==> src/rtl/ksz_bus_pkg.sv <==
// Shared definitions for the KSZ8851 host-bus engine and the sequencers
// that pace against its published phase code.
package ksz_bus_pkg;

  // Phase codes published on the engine's state output
  localparam logic [3:0] ST_ADDR0  = 4'd0;
  localparam logic [3:0] ST_ADDR1  = 4'd1;
  localparam logic [3:0] ST_ADDR2  = 4'd2;
  localparam logic [3:0] ST_READ0  = 4'd3;
  localparam logic [3:0] ST_READ1  = 4'd4;
  localparam logic [3:0] ST_READ2  = 4'd5;
  localparam logic [3:0] ST_WRITE0 = 4'd6;
  localparam logic [3:0] ST_WRITE1 = 4'd7;
  localparam logic [3:0] ST_WRITE2 = 4'd8;
  localparam logic [3:0] ST_WAIT   = 4'd9;

  // Byte-enable patterns placed in the top nibble of the address word
  localparam logic [3:0] BE_WORD_LOW  = 4'b0011;
  localparam logic [3:0] BE_WORD_HIGH = 4'b1100;
  localparam logic [3:0] BE_BYTE0     = 4'b0001;

  // Default phase lengths in clk40m cycles (2 strobe cycles = 50 ns)
  localparam int STROBE_CYCLES_DEFAULT   = 2;
  localparam int RECOVERY_CYCLES_DEFAULT = 1;

  // Registered pin levels, all derived from the phase being entered
  typedef struct packed {
    logic csn;
    logic cmd;
    logic rdn;
    logic wrn;
    logic oe;
  } pins_t;

  localparam pins_t PINS_IDLE = '{csn: 1'b1, cmd: 1'b0, rdn: 1'b1, wrn: 1'b1, oe: 1'b0};

  function automatic logic [3:0] byteEnable(input logic [7:0] off, input logic len);
    if (len) begin
      return off[1] ? BE_WORD_HIGH : BE_WORD_LOW;
    end
    return BE_BYTE0 << off[1:0];
  endfunction

  function automatic logic [15:0] addressWord(input logic [7:0] off, input logic len);
    return {byteEnable(off, len), 4'h0, off[7:2], 2'b00};
  endfunction

  // Strobes are only low in the strobe phases, and the bus is only driven
  // in address/write phases, so overlap rules fall out of this table.
  function automatic pins_t pinsFor(input logic [3:0] st);
    pins_t p;
    p.csn = (st == ST_WAIT);
    p.cmd = (st == ST_ADDR0) || (st == ST_ADDR1) || (st == ST_ADDR2);
    p.rdn = (st != ST_READ1);
    p.wrn = !((st == ST_ADDR1) || (st == ST_WRITE1));
    p.oe  = p.cmd || (st == ST_WRITE0) || (st == ST_WRITE1) || (st == ST_WRITE2);
    return p;
  endfunction

endpackage

==> src/rtl/ksz_phase_timer.sv <==
// Loadable down-counter that times each strobe and recovery phase.
// done_o is high while the count has reached zero.
module ksz_phase_timer (
  input  logic       clk40m,
  input  logic       reset,
  input  logic       load_i,
  input  logic [3:0] loadValue_i,
  output logic       done_o
);

  logic [3:0] count_q;
  logic [3:0] count_d;

  // Reload on phase entry, otherwise count down and park at zero
  always_comb begin
    count_d = count_q;
    if (load_i) begin
      count_d = loadValue_i;
    end else if (count_q != 4'd0) begin
      count_d = count_q - 4'd1;
    end
  end

  // Counter register, cleared by the active-low reset
  always_ff @(posedge clk40m or negedge reset) begin
    if (!reset) begin
      count_q <= 4'd0;
    end else begin
      count_q <= count_d;
    end
  end

  assign done_o = (count_q == 4'd0);

endmodule

==> src/rtl/ksz_bus_engine.sv <==
// Responder for the register-command interface: runs one KSZ8851 16-bit
// host-bus cycle (address phase, then data phase) per command and
// publishes its current phase so the sequencers can pace against it.
module ksz_bus_engine
  import ksz_bus_pkg::*;
#(
  parameter int STROBE_CYCLES   = STROBE_CYCLES_DEFAULT,
  parameter int RECOVERY_CYCLES = RECOVERY_CYCLES_DEFAULT
) (
  input  logic        clk40m,
  input  logic        reset,
  input  logic        NewCommand,
  input  logic        WR,
  input  logic [7:0]  offset,
  input  logic        length,
  input  logic [15:0] writeData,
  output logic [15:0] readData,
  output logic [3:0]  state,
  output logic        eth_csn,
  output logic        eth_cmd,
  output logic        eth_rdn,
  output logic        eth_wrn,
  output logic [15:0] sd_o,
  output logic        sd_oe,
  input  logic [15:0] sd_i
);

  localparam logic [3:0] STROBE_LOAD   = 4'(STROBE_CYCLES - 1);
  localparam logic [3:0] RECOVERY_LOAD = 4'(RECOVERY_CYCLES - 1);

  logic [3:0]  state_q;
  logic [3:0]  state_d;
  pins_t       pins_q;
  pins_t       pins_d;
  logic        wrLatch_q;
  logic        lengthLatch_q;
  logic        byteLane_q;
  logic [15:0] sdOut_q;
  logic [15:0] sdOut_d;
  logic [15:0] readData_q;
  logic [15:0] readData_d;
  logic [15:0] liveAddress;
  logic        timerLoad;
  logic [3:0]  timerLoadValue;
  logic        phaseDone;

  assign liveAddress = addressWord(offset, length);

  // Phase sequencing: timed phases leave when the timer reports done
  always_comb begin
    state_d = state_q;
    case (state_q)
      ST_WAIT:   if (NewCommand) state_d = ST_ADDR0;
      ST_ADDR0:  state_d = ST_ADDR1;
      ST_ADDR1:  if (phaseDone) state_d = ST_ADDR2;
      ST_ADDR2:  if (phaseDone) state_d = wrLatch_q ? ST_WRITE0 : ST_READ0;
      ST_READ0:  state_d = ST_READ1;
      ST_READ1:  if (phaseDone) state_d = ST_READ2;
      ST_READ2:  if (phaseDone) state_d = NewCommand ? ST_ADDR0 : ST_WAIT;
      ST_WRITE0: state_d = ST_WRITE1;
      ST_WRITE1: if (phaseDone) state_d = ST_WRITE2;
      ST_WRITE2: if (phaseDone) state_d = NewCommand ? ST_ADDR0 : ST_WAIT;
      default:   state_d = ST_WAIT;
    endcase
  end

  // Timer reload value for the phase about to be entered
  always_comb begin
    timerLoad      = (state_d != state_q);
    timerLoadValue = 4'd0;
    case (state_d)
      ST_ADDR1, ST_READ1, ST_WRITE1: timerLoadValue = STROBE_LOAD;
      ST_ADDR2, ST_READ2, ST_WRITE2: timerLoadValue = RECOVERY_LOAD;
      default:                       timerLoadValue = 4'd0;
    endcase
  end

  ksz_phase_timer u_phaseTimer (
    .clk40m      (clk40m),
    .reset       (reset),
    .load_i      (timerLoad),
    .loadValue_i (timerLoadValue),
    .done_o      (phaseDone)
  );

  // Bus drive value: address captured leaving Addr0, write data leaving Addr2
  always_comb begin
    sdOut_d = sdOut_q;
    if (state_q == ST_ADDR0) begin
      sdOut_d = liveAddress;
    end else if ((state_q == ST_ADDR2) && phaseDone && wrLatch_q) begin
      sdOut_d = lengthLatch_q ? writeData : {writeData[7:0], writeData[7:0]};
    end
  end

  // Read result is only captured on the final Read1 cycle
  always_comb begin
    readData_d = readData_q;
    if ((state_q == ST_READ1) && phaseDone) begin
      if (lengthLatch_q) begin
        readData_d = sd_i;
      end else begin
        readData_d = {8'h00, byteLane_q ? sd_i[15:8] : sd_i[7:0]};
      end
    end
  end

  assign pins_d = pinsFor(state_d);

  // Phase, pin and data registers; reset drops every strobe at once
  always_ff @(posedge clk40m or negedge reset) begin
    if (!reset) begin
      state_q    <= ST_WAIT;
      pins_q     <= PINS_IDLE;
      sdOut_q    <= 16'h0000;
      readData_q <= 16'h0000;
    end else begin
      state_q    <= state_d;
      pins_q     <= pins_d;
      sdOut_q    <= sdOut_d;
      readData_q <= readData_d;
    end
  end

  // Command fields are frozen when Addr0 ends so the sequencer may move on
  always_ff @(posedge clk40m or negedge reset) begin
    if (!reset) begin
      wrLatch_q     <= 1'b0;
      lengthLatch_q <= 1'b0;
      byteLane_q    <= 1'b0;
    end else if (state_q == ST_ADDR0) begin
      wrLatch_q     <= WR;
      lengthLatch_q <= length;
      byteLane_q    <= offset[0];
    end
  end

  assign state    = state_q;
  assign readData = readData_q;
  assign eth_csn  = pins_q.csn;
  assign eth_cmd  = pins_q.cmd;
  assign eth_rdn  = pins_q.rdn;
  assign eth_wrn  = pins_q.wrn;
  assign sd_oe    = pins_q.oe;
  assign sd_o     = (state_q == ST_ADDR0) ? liveAddress : sdOut_q;

endmodule

==> config.mk <==
export PLATFORM = sky130hd
export DESIGN_NAME = ksz_bus_engine
export DESIGN_NICKNAME = d
export VERILOG_FILES = /design/src/rtl/ksz_bus_pkg.sv /design/src/rtl/ksz_phase_timer.sv /design/src/rtl/ksz_bus_engine.sv
export SDC_FILE = /design/constraint.sdc
export NUM_CORES = 1
export LEC_CHECK = 0
export ABC_CLOCK_PERIOD_IN_PS = 3800
export CORE_MARGIN = 8
export CORE_UTILIZATION = 50
export DETAILED_ROUTE_END_ITERATION = 12
export PLACE_DENSITY = 0.84
export SLEW_MARGIN = 20
export SYNTH_ARGS = -nofsm -noshare
export SYNTH_HDL_FRONTEND = slang
export SYNTH_SLANG_ARGS = --single-unit
==> constraint.sdc <==
create_clock -name clk40m -period 3.8 [get_ports clk40m]
set_clock_uncertainty 0.2 [all_clocks]
set_input_delay 0.76 -clock clk40m [delete_from_list [all_inputs] [get_ports clk40m]]
set_output_delay 0.76 -clock clk40m [all_outputs]
set_load 0.01 [all_outputs]
* Word-level counts from Yosys, hierarchy flattened
Cells that the tools add are included.
** Storage, ports and cells
- Input port bits :: 45
- Memory bits (read-only) :: 0
- Bits in latches :: 0
- Memories :: 0
- Logic and storage cells :: 72
- RAM bits :: 0
- Flip-flop bits (word level) :: 48
** Cells by class
- Multipliers :: 0
- Shifts and indexed selects :: 1
- $lt $le $gt $ge :: 0
- Eq/ne operators :: 18
- Multiplexer cells :: 22
- Add/sub/neg operators :: 1
- Reductions and logical operators :: 18
- Bitwise logic cells :: 0
- Div/mod/pow operators :: 0
** Operators by type and width (count)
- 16-bit 2-to-1 mux :: 5
- 4-bit 2-to-1 mux :: 12
- 4-bit one-hot mux with 9 select lines :: 1
- 4-bit by 3-bit equality test with 1-bit output (second input constant) :: 7
- 4-bit equality test (second input constant) :: 4
- 4-bit by 2-bit equality test with 1-bit output (second input constant) :: 3
- 4-bit logical NOT :: 3
- 4-bit by 1-bit equality test with 1-bit output (second input constant) :: 2
- 8-bit 2-to-1 mux :: 1
- 1-bit logical OR :: 6
- 4-bit by 3-bit inequality test with 1-bit output (second input constant) :: 1
- 4-bit inequality test :: 1
- 2-bit nonzero test :: 2
- 4-bit nonzero test :: 1
- 1-bit by 2-bit << shifter with 4-bit output (first input constant) :: 1
- 4-bit by 1-bit subtractor with 4-bit output (second input constant) :: 1
- 1-bit logical AND :: 3
- 3-bit 2-to-1 mux :: 1
- 3-bit OR reduction :: 1
- 1-bit 2-to-1 mux :: 2
- 2-bit OR reduction :: 1
- 1-bit logical NOT :: 1

* Depth between registers and ports, before layout
Gate-level depths: netlist of run 1.
- Word-level depth :: 9
- Depth in mapped cells :: 9
- Gate-level depth less buffers :: 8

* Hierarchy
From an unflattened synthesis of run 1, not the netlist that was laid out.
** Second synthesis, totals
- Cells, all modules :: 276
- Area total of the unflattened synthesis :: 2481.1 µm²
** By module, submodules not included
- ksz_bus_engine :: cells each 253, times used 1, area each 2248.4 µm², seq. area each 1107.3 µm²
- ksz_phase_timer :: cells each 23, times used 1, area each 232.7 µm², seq. area each 100.1 µm²

* Worst setup path after synthesis of run 1
OpenSTA, ideal clock, no wires.
- Kind :: flip-flop to output port
- Start point :: reg state_q[1], in the netlist state[1]
- End point :: out sd_o[6]
- Path buffers :: 3
- Stages on the path, launching flop included :: 7
- Path slack :: 1037 ps
- Arrival time :: 1803 ps
- Cell sequence :: dfrtp_1 -> clkbuf_1 -> buf_2 -> nor4_1 -> clkbuf_1 -> nand2_1 -> nand2_1
** On the way
- Longest elaborated chain between the ends :: 2
** RTL lines
- start, declared :: RTL line ksz_bus_engine.sv:31 : logic [3:0] state_q;
- start signal, assigned :: RTL line ksz_bus_engine.sv:118 : state_q <= state_d;
- 4-bit logical NOT :: RTL line ksz_bus_engine.sv:145 : assign sd_o = (state_q == ST_ADDR0) ? liveAddress : sdOut_q;
- 16-bit 2-to-1 mux :: RTL line ksz_bus_engine.sv:145
- end, declared :: RTL line ksz_bus_engine.sv:23 : output logic [15:0] sd_o,
Every way passes these cells.

* Worst setup path in the final report of run 1
- Start point :: reg state_q[2], in the netlist state[2]
- End point :: out sd_o[12]
Same word-level chain as after synthesis.

==> metrics, run 1 <==
Post-Synthesis Cells=around 300; Core ar.=slightly above 5000 um2; Post-route DRC=0; Power, Total=around 2.8 mW; launching point of the worst reg2reg path=u_phaseTimer.count_q[0]$_DFFE_PN0P_; post-layout util=between 70 and 80%; Lkg Pwr=between 1.5 and 2 nW; RSZ-0062 raised after global routing=no; VDD IR-drop max=approximately 0.37 mV; clock sink count=48; Routed Antenna Nets=0; Synth Warn #=0; H-tree levels=2; vias in the first global route=~2,400; CP endpoint=sd_o[12]; critical path capture point type=output pin; Power per Cell Area=approximately 790 nW/um2; post-synthesis cell area=between 2000 and 3000 um2; Worst-Margin Slew=slightly below 1000 ps; final net count=418; top_reg_cell synth=dfrtp_1; routability cong.=0.831; outcome=finished, final reports clean; CTS tree=done; #FFs+latches synth=48; Final setup viols=0; Worst Path Required=approximately 2800 ps; aggregate routed wire length=6470 um; Post-CTS Setup Bufs=0; antenna violations before repair=0; Cell variety after synth=44; Initial Util=around 51%; relative slew slack=a little over a third; reg-to-reg critical path endpoint=readData[4]$_DFFE_PN0P_; Seq/Total Area, Yosys=46.2%; GRT Overall Usage=17.3%; fin crit share=between 90 and 100%; Slew Viols, Final=0; drt first pass iters=4; Top Ports=86; Skew-Pair Late Insertion Delay=290 ps; global-route wire length before repair=10,900 um; fraction of registers with async set/reset=100%; CTS resizes=0; root buffer selected by CTS=clkbuf_8; global route total overflow=0; Area Growth Syn to Fin=37.1%; Critical Path Start=state[2]$_DFF_PN0_; Rows=26; via/cell ratio=5.41; Die Area=a little under 8000 um2; worst path arrival time=2480 ps; max-cap violations=0; final hold vios=0; worst r2r path cells=6; CP max FO=14; Hold Path Class=input pin to async pin; Post-synth EDFFs=0; setup TNS=0 ps; Crit Path Category=flop to output pin; syn avg cell area=about 8.8 um2; fin crit period=3440 ps; Antenna Cells=0; drt first-iter violations=287; WL/cell=14.6 um; chip width=slightly below 90 um; Bufs on Longest Clock Path=2; I/O Buffers=85; layout cells sized above 1=approximately 7.2%; fmax=slightly below 0.3 GHz; die height=about 90 um; Post-CTS Hold Buffers=0; FF-to-FF setup slack=roughly 1200 ps; clock-pin slew on the worst setup and hold paths=about 80 ps; largest net degree at the start of global routing=47; Mapped Nets=342; HPWL Detailed=between 4000 and 5000 um; crit start category=flop; total CTS buffers=5; vias=around 2,400
sequential cells by signal (all words and copies together), names as in the netlist, 4 cells and up:
register and flops:
readData 16, sdOut_q 16, state 4, u_phaseTimer.count_q 4
Yosys cell counts, drive strengths merged (3+ instances only):
| cell | n | area [um2] |
|---|---|---|
| nand2 | 71 | 267 |
| dfrtp | 43 | 1080 |
| o21ai | 43 | 223 |
| mux2i | 23 | 230 |
| a21oi | 16 | 80.1 |
| nor2 | 14 | 52.6 |
| clkbuf | 11 | 42.5 |
| buf | 10 | 61.3 |
| nor2b | 9 | 56.3 |
| a211oi | 8 | 80.1 |
| dfstp | 5 | 131 |
| inv | 4 | 15.0 |
| nand2b | 4 | 25.0 |
| nand3 | 3 | 15.0 |
| nand3b | 3 | 22.5 |
| o22ai | 3 | 18.8 |
how the worst min path moves through the flow:
stage	to	slack (ps)	cells after the start
floorplan	byteLane_q$_DFFE_PN0P_	250	2
global placement	readData[3]$_DFFE_PN0P_	260	2
detailed placement	readData[2]$_DFFE_PN0P_	270	2
CTS	readData[2]$_DFFE_PN0P_	290	2
global route	sdOut_q[9]$_DFFE_PN0P_	300	1
finish	sdOut_q[8]$_DFFE_PN0P_	260	1
through the flow:
stage                     instances  area, um2  setup WS (ps)  hold WS [ps]
after floorplan                 296       2610           1040           251
after global placement          435       3500            702           262
after detailed placement        435       3500            667           270
after CTS                       443       3580            349           288
after global routing            443       3580            115           299
final                           443       3580            365           262
final cells by class:
type | instances | area, um2
sequential | 48 | 1210
tap | 70 | 87.6
inverter | 5 | 18.8
clock buffer | 7 | 76.3
multi-input combinational | 222 | 1290
fill | 436 | 1490
timing repair buffer | 90 | 898
clock inverter | 1 | 5.00
kinds of logic (layout without fill, tap and decap cells):
kind of cell / Yosys count / count (layout) / share of synthesized area, %
buf+inv: 26 / 103 / 4.70
mux: 23 / 23 / 8.82
compound gates: 82 / 82 / 19.0
xor+xnor: 2 / 2 / 0.671
fa+ha+maj: 1 / 1 / 0.479
simple gates: 114 / 114 / 20.1
flops: 48 / 48 / 46.2
cell usage in the layout (no fill, tap or decap), types with 2 or more instances in the layout:
| cell type | netlist | final |
|---|---|---|
| a211oi_2 | 4 | 4 |
| nor2b_1 | 9 | 9 |
| clkbuf_8 | 0 | 5 |
| clkbuf_1 | 10 | 2 |
| dfrtp_1 | 43 | 43 |
| nand3b_1 | 3 | 3 |
| a22oi_1 | 2 | 2 |
| o21ai_2 | 2 | 2 |
| nor2_1 | 14 | 14 |
| o22ai_1 | 3 | 3 |
| buf_4 | 0 | 5 |
| clkdlybuf4s50_1 | 0 | 84 |
| nand3_1 | 3 | 3 |
| o211ai_1 | 2 | 2 |
| dfstp_2 | 5 | 5 |
| a21oi_1 | 16 | 16 |
| nand2b_1 | 4 | 4 |
| a21o_1 | 2 | 2 |
| nand2_1 | 71 | 71 |
| a211oi_1 | 4 | 4 |
| inv_1 | 4 | 4 |
| o21ai_0 | 40 | 40 |
| mux2i_1 | 23 | 23 |
| nor3_1 | 2 | 2 |
worst max-delay path, stage by stage (launching register included):
cell	delay (ps)
dfrtp_1	600
clkinv_1	350
nand2_1	490
nand2_1	90
o21ai_0	90
clkdlybuf4s50_1	570
power by group:
part,internal (mW),switching [mW],leakage (nW)
Combinational,0.805,0.794,0.899
Clock,0.129,0.155,0.0422
Sequential,0.748,0.207,0.595
Total,1.68,1.16,1.54
routing by layer:
layer / GRT usage [%] / vias up / wire [um]
met1: 22.4 / 1118 / 2940
li1: - / 1178 / -
met5: 0 / - / 0
met4: 2.30 / 0 / 19
met3: 6.31 / 2 / 544
met2: 27.4 / 99 / 2960
Power figures use the tool's default switching activity.
==> run 2, diff against run 1 <==
--- a/config.mk
+++ b/config.mk
@@ -6,9 +6,11 @@
 export NUM_CORES = 1
 export LEC_CHECK = 0
 export ABC_CLOCK_PERIOD_IN_PS = 3800
+export CAP_MARGIN = 5
 export CORE_MARGIN = 8
 export CORE_UTILIZATION = 50
 export DETAILED_ROUTE_END_ITERATION = 12
+export GPL_TIMING_DRIVEN = 0
 export PLACE_DENSITY = 0.84
 export SLEW_MARGIN = 20
 export SYNTH_ARGS = -nofsm -noshare
==> run 2 against run 1 <==
  * Critical path depth increased by 2
  * First-iteration DRC count is 19% lower
  * Combinational power increased by 9%
  * Utilization up 2.1 points
  * Clock-buffer cell count decreased by 1
  * Clock power rose by 27%
  * Wire length increased by 8.2%
==> metrics, run 2 (synthesis results as in run 1) <==
VDD IR-drop max=0.371 mV (+0.55%); fmax=0.282 GHz (-3.0%); fin crit period=3540 ps (+108 ps); vias in the first global route=2,460 (+4.1%); Power, Total=2.97 mW (+4.7%); largest net degree at the start of global routing=27 (-43%); die height=88.3 um (unchanged); Core ar.=5070 um2 (unchanged); most frequent cells in the layout=84 x clkdlybuf4s50_1, 71 x nand2_1, 43 x dfrtp_1; Lkg Pwr=1.59 nW (+3.8%); final hold vios=0 (unchanged); Die Area=7790 um2 (unchanged); relative slew slack=57.8% (+23 points); clock sink count=48 (unchanged); drt first-iter violations=232 (-19%); Antenna Cells=0 (unchanged); commonest non-fill, non-tap cell in the layout=clkdlybuf4s50_1; share of power burned in registers=29.2% (-4.4 points); total CTS buffers=5 (unchanged); Routed Antenna Nets=0 (unchanged); Top Ports=86 (unchanged); Hold Slack=235 ps (-27.1 ps); aggregate routed wire length=7000 um (+8.2%); final instance area=3690 um2 (+3.0%); Worst-Margin Slew=634 ps (-340 ps); GRT Overall Usage=19.3% (+2.0 points); max-cap violations=0 (unchanged); Hold Path Class=input pin to async pin; Bufs on Longest Clock Path=2 (unchanged); Pint=1.76 mW (+4.9%); final net count=435 (+4.1%); fin crit share=93.2% (+2.8 points); placed inst area=3560 um2 (+1.9%); outcome=finished, final reports clean; antenna violations before repair=0 (unchanged); Initial Util=51.5% (unchanged); CP max FO=10 (-4); Crit Path Category=flop to output pin; Post-CTS Setup Bufs=0 (unchanged); fillers=401 (-8.0%); Rows=26 (unchanged); clock power share=12.2% (+2.2 points); crit start category=flop; global-route wire length before repair=11,900 um (+8.8%); FF-to-FF setup slack=1250 ps (+80 ps); global route total overflow=0 (unchanged); Slew Viols, Final=0 (unchanged); combinational share of power=58.7% (+2.4 points); H-tree levels=2 (unchanged); WL/cell=15.2 um (+4.2%); net switching fraction of the power=40.6% (-0.084 points); CTS tree=done; launching point of the worst reg2reg path=u_phaseTimer.count_q[0]$_DFFE_PN0P_; critical path capture point type=output pin; Post-route DRC=0 (unchanged); I/O Buffers=85 (unchanged); chip width=88.3 um (unchanged); Skew-Pair Late Insertion Delay=300 ps (about the same); clock-pin slew on the worst setup and hold paths=90 ps (about the same); vias=2,437 (+1.7%); FF/Latch Area=1210 um2 (unchanged); worst r2r path cells=8 (+2); setup TNS=0 ps (unchanged); Final setup viols=0 (unchanged); reg-to-reg critical path endpoint=sdOut_q[7]$_DFFE_PN0P_; drt first pass iters=4 (unchanged); HPWL Detailed=5360 um (+12%); Power per Cell Area=806 nW/um2 (+1.6%); Area Growth Syn to Fin=41.3%; worst path arrival time=2580 ps (+100 ps); RSZ-0062 raised after global routing=no; Worst Path Required=2840 ps (about the same); layout cells sized above 1=8.97% (+1.7 points); via/cell ratio=5.30 (-2.1%); routability cong.=0.860 (+3.4%); P_sw=1.21 mW (+4.5%); root buffer selected by CTS=clkbuf_8; multi-input logic area=1300 um2 (+0.68%)
## run 2: metrics by stage
step / utilization [%] / instances / setup WS (ps)
floorplan: - / 296 / 1040
CTS: 72.7 / 460 / 121
global placement: 69.9 / 451 / 39.7
global route: 72.7 / 460 / 55.1
detailed placement: 70.2 / 452 / 42.2
finish: 72.7 / 460 / 257
## run 2: critical path, cell delays in order (launching register included)
cell and delay [ps]:
dfrtp_1 400, clkbuf_1 220, buf_2 250, nor4_4 320
buf_2 310, o211ai_1 160, nand2_1 80, clkdlybuf4s50_1 550
## run 2: what timing repair did
item                                    CTS  global route
hold endpoints to repair                  0             0
pin swaps                                 0             0
gates resized for setup                   2             2
endpoints found under the setup margin   14             2
hold buffers                              0             0
## run 2: metal layers
| layer | part of all wire [%] | track usage [%] |
|---|---|---|
| met5 | 0 | 0 |
| met2 | 47 | 31.1 |
| met4 | 1.2 | 5.38 |
| met1 | 42 | 23.4 |
| met3 | 9.5 | 7.24 |
## run 2: final cells by class
type | count | share of cell area [%]
plain buffers | 21 | 2.85
clock buffers | 6 | 1.97
clock inverters | 2 | 0.950
inverters | 5 | 0.509
multi-input cells | 222 | 35.1
flip-flops and latches | 48 | 32.7
well taps | 70 | 2.37
repair buffers | 86 | 23.5
## run 2: worst max path at each step
stage,cells past startpoint,end,from
detailed placement,7,sd_o[7],state[1]$_DFF_PN0_
finish,7,sd_o[14],state[1]$_DFF_PN0_
floorplan,6,sd_o[6],state[1]$_DFF_PN0_
global placement,7,sd_o[6],state[1]$_DFF_PN0_
CTS,7,sd_o[6],state[1]$_DFF_PN0_
global route,7,sd_o[14],state[1]$_DFF_PN0_
## run 2: power by group through the flow
stage | registers (mW) | clock network (mW) | logic (mW)
finish | 0.867 | 0.361 | 1.74
global route | 0.895 | 0.394 | 1.94
CTS | 0.867 | 0.370 | 1.76
detailed placement | 0.876 | 0 | 1.73
global placement | 0.864 | 0 | 1.70
floorplan | 0.910 | 0 | 0.963
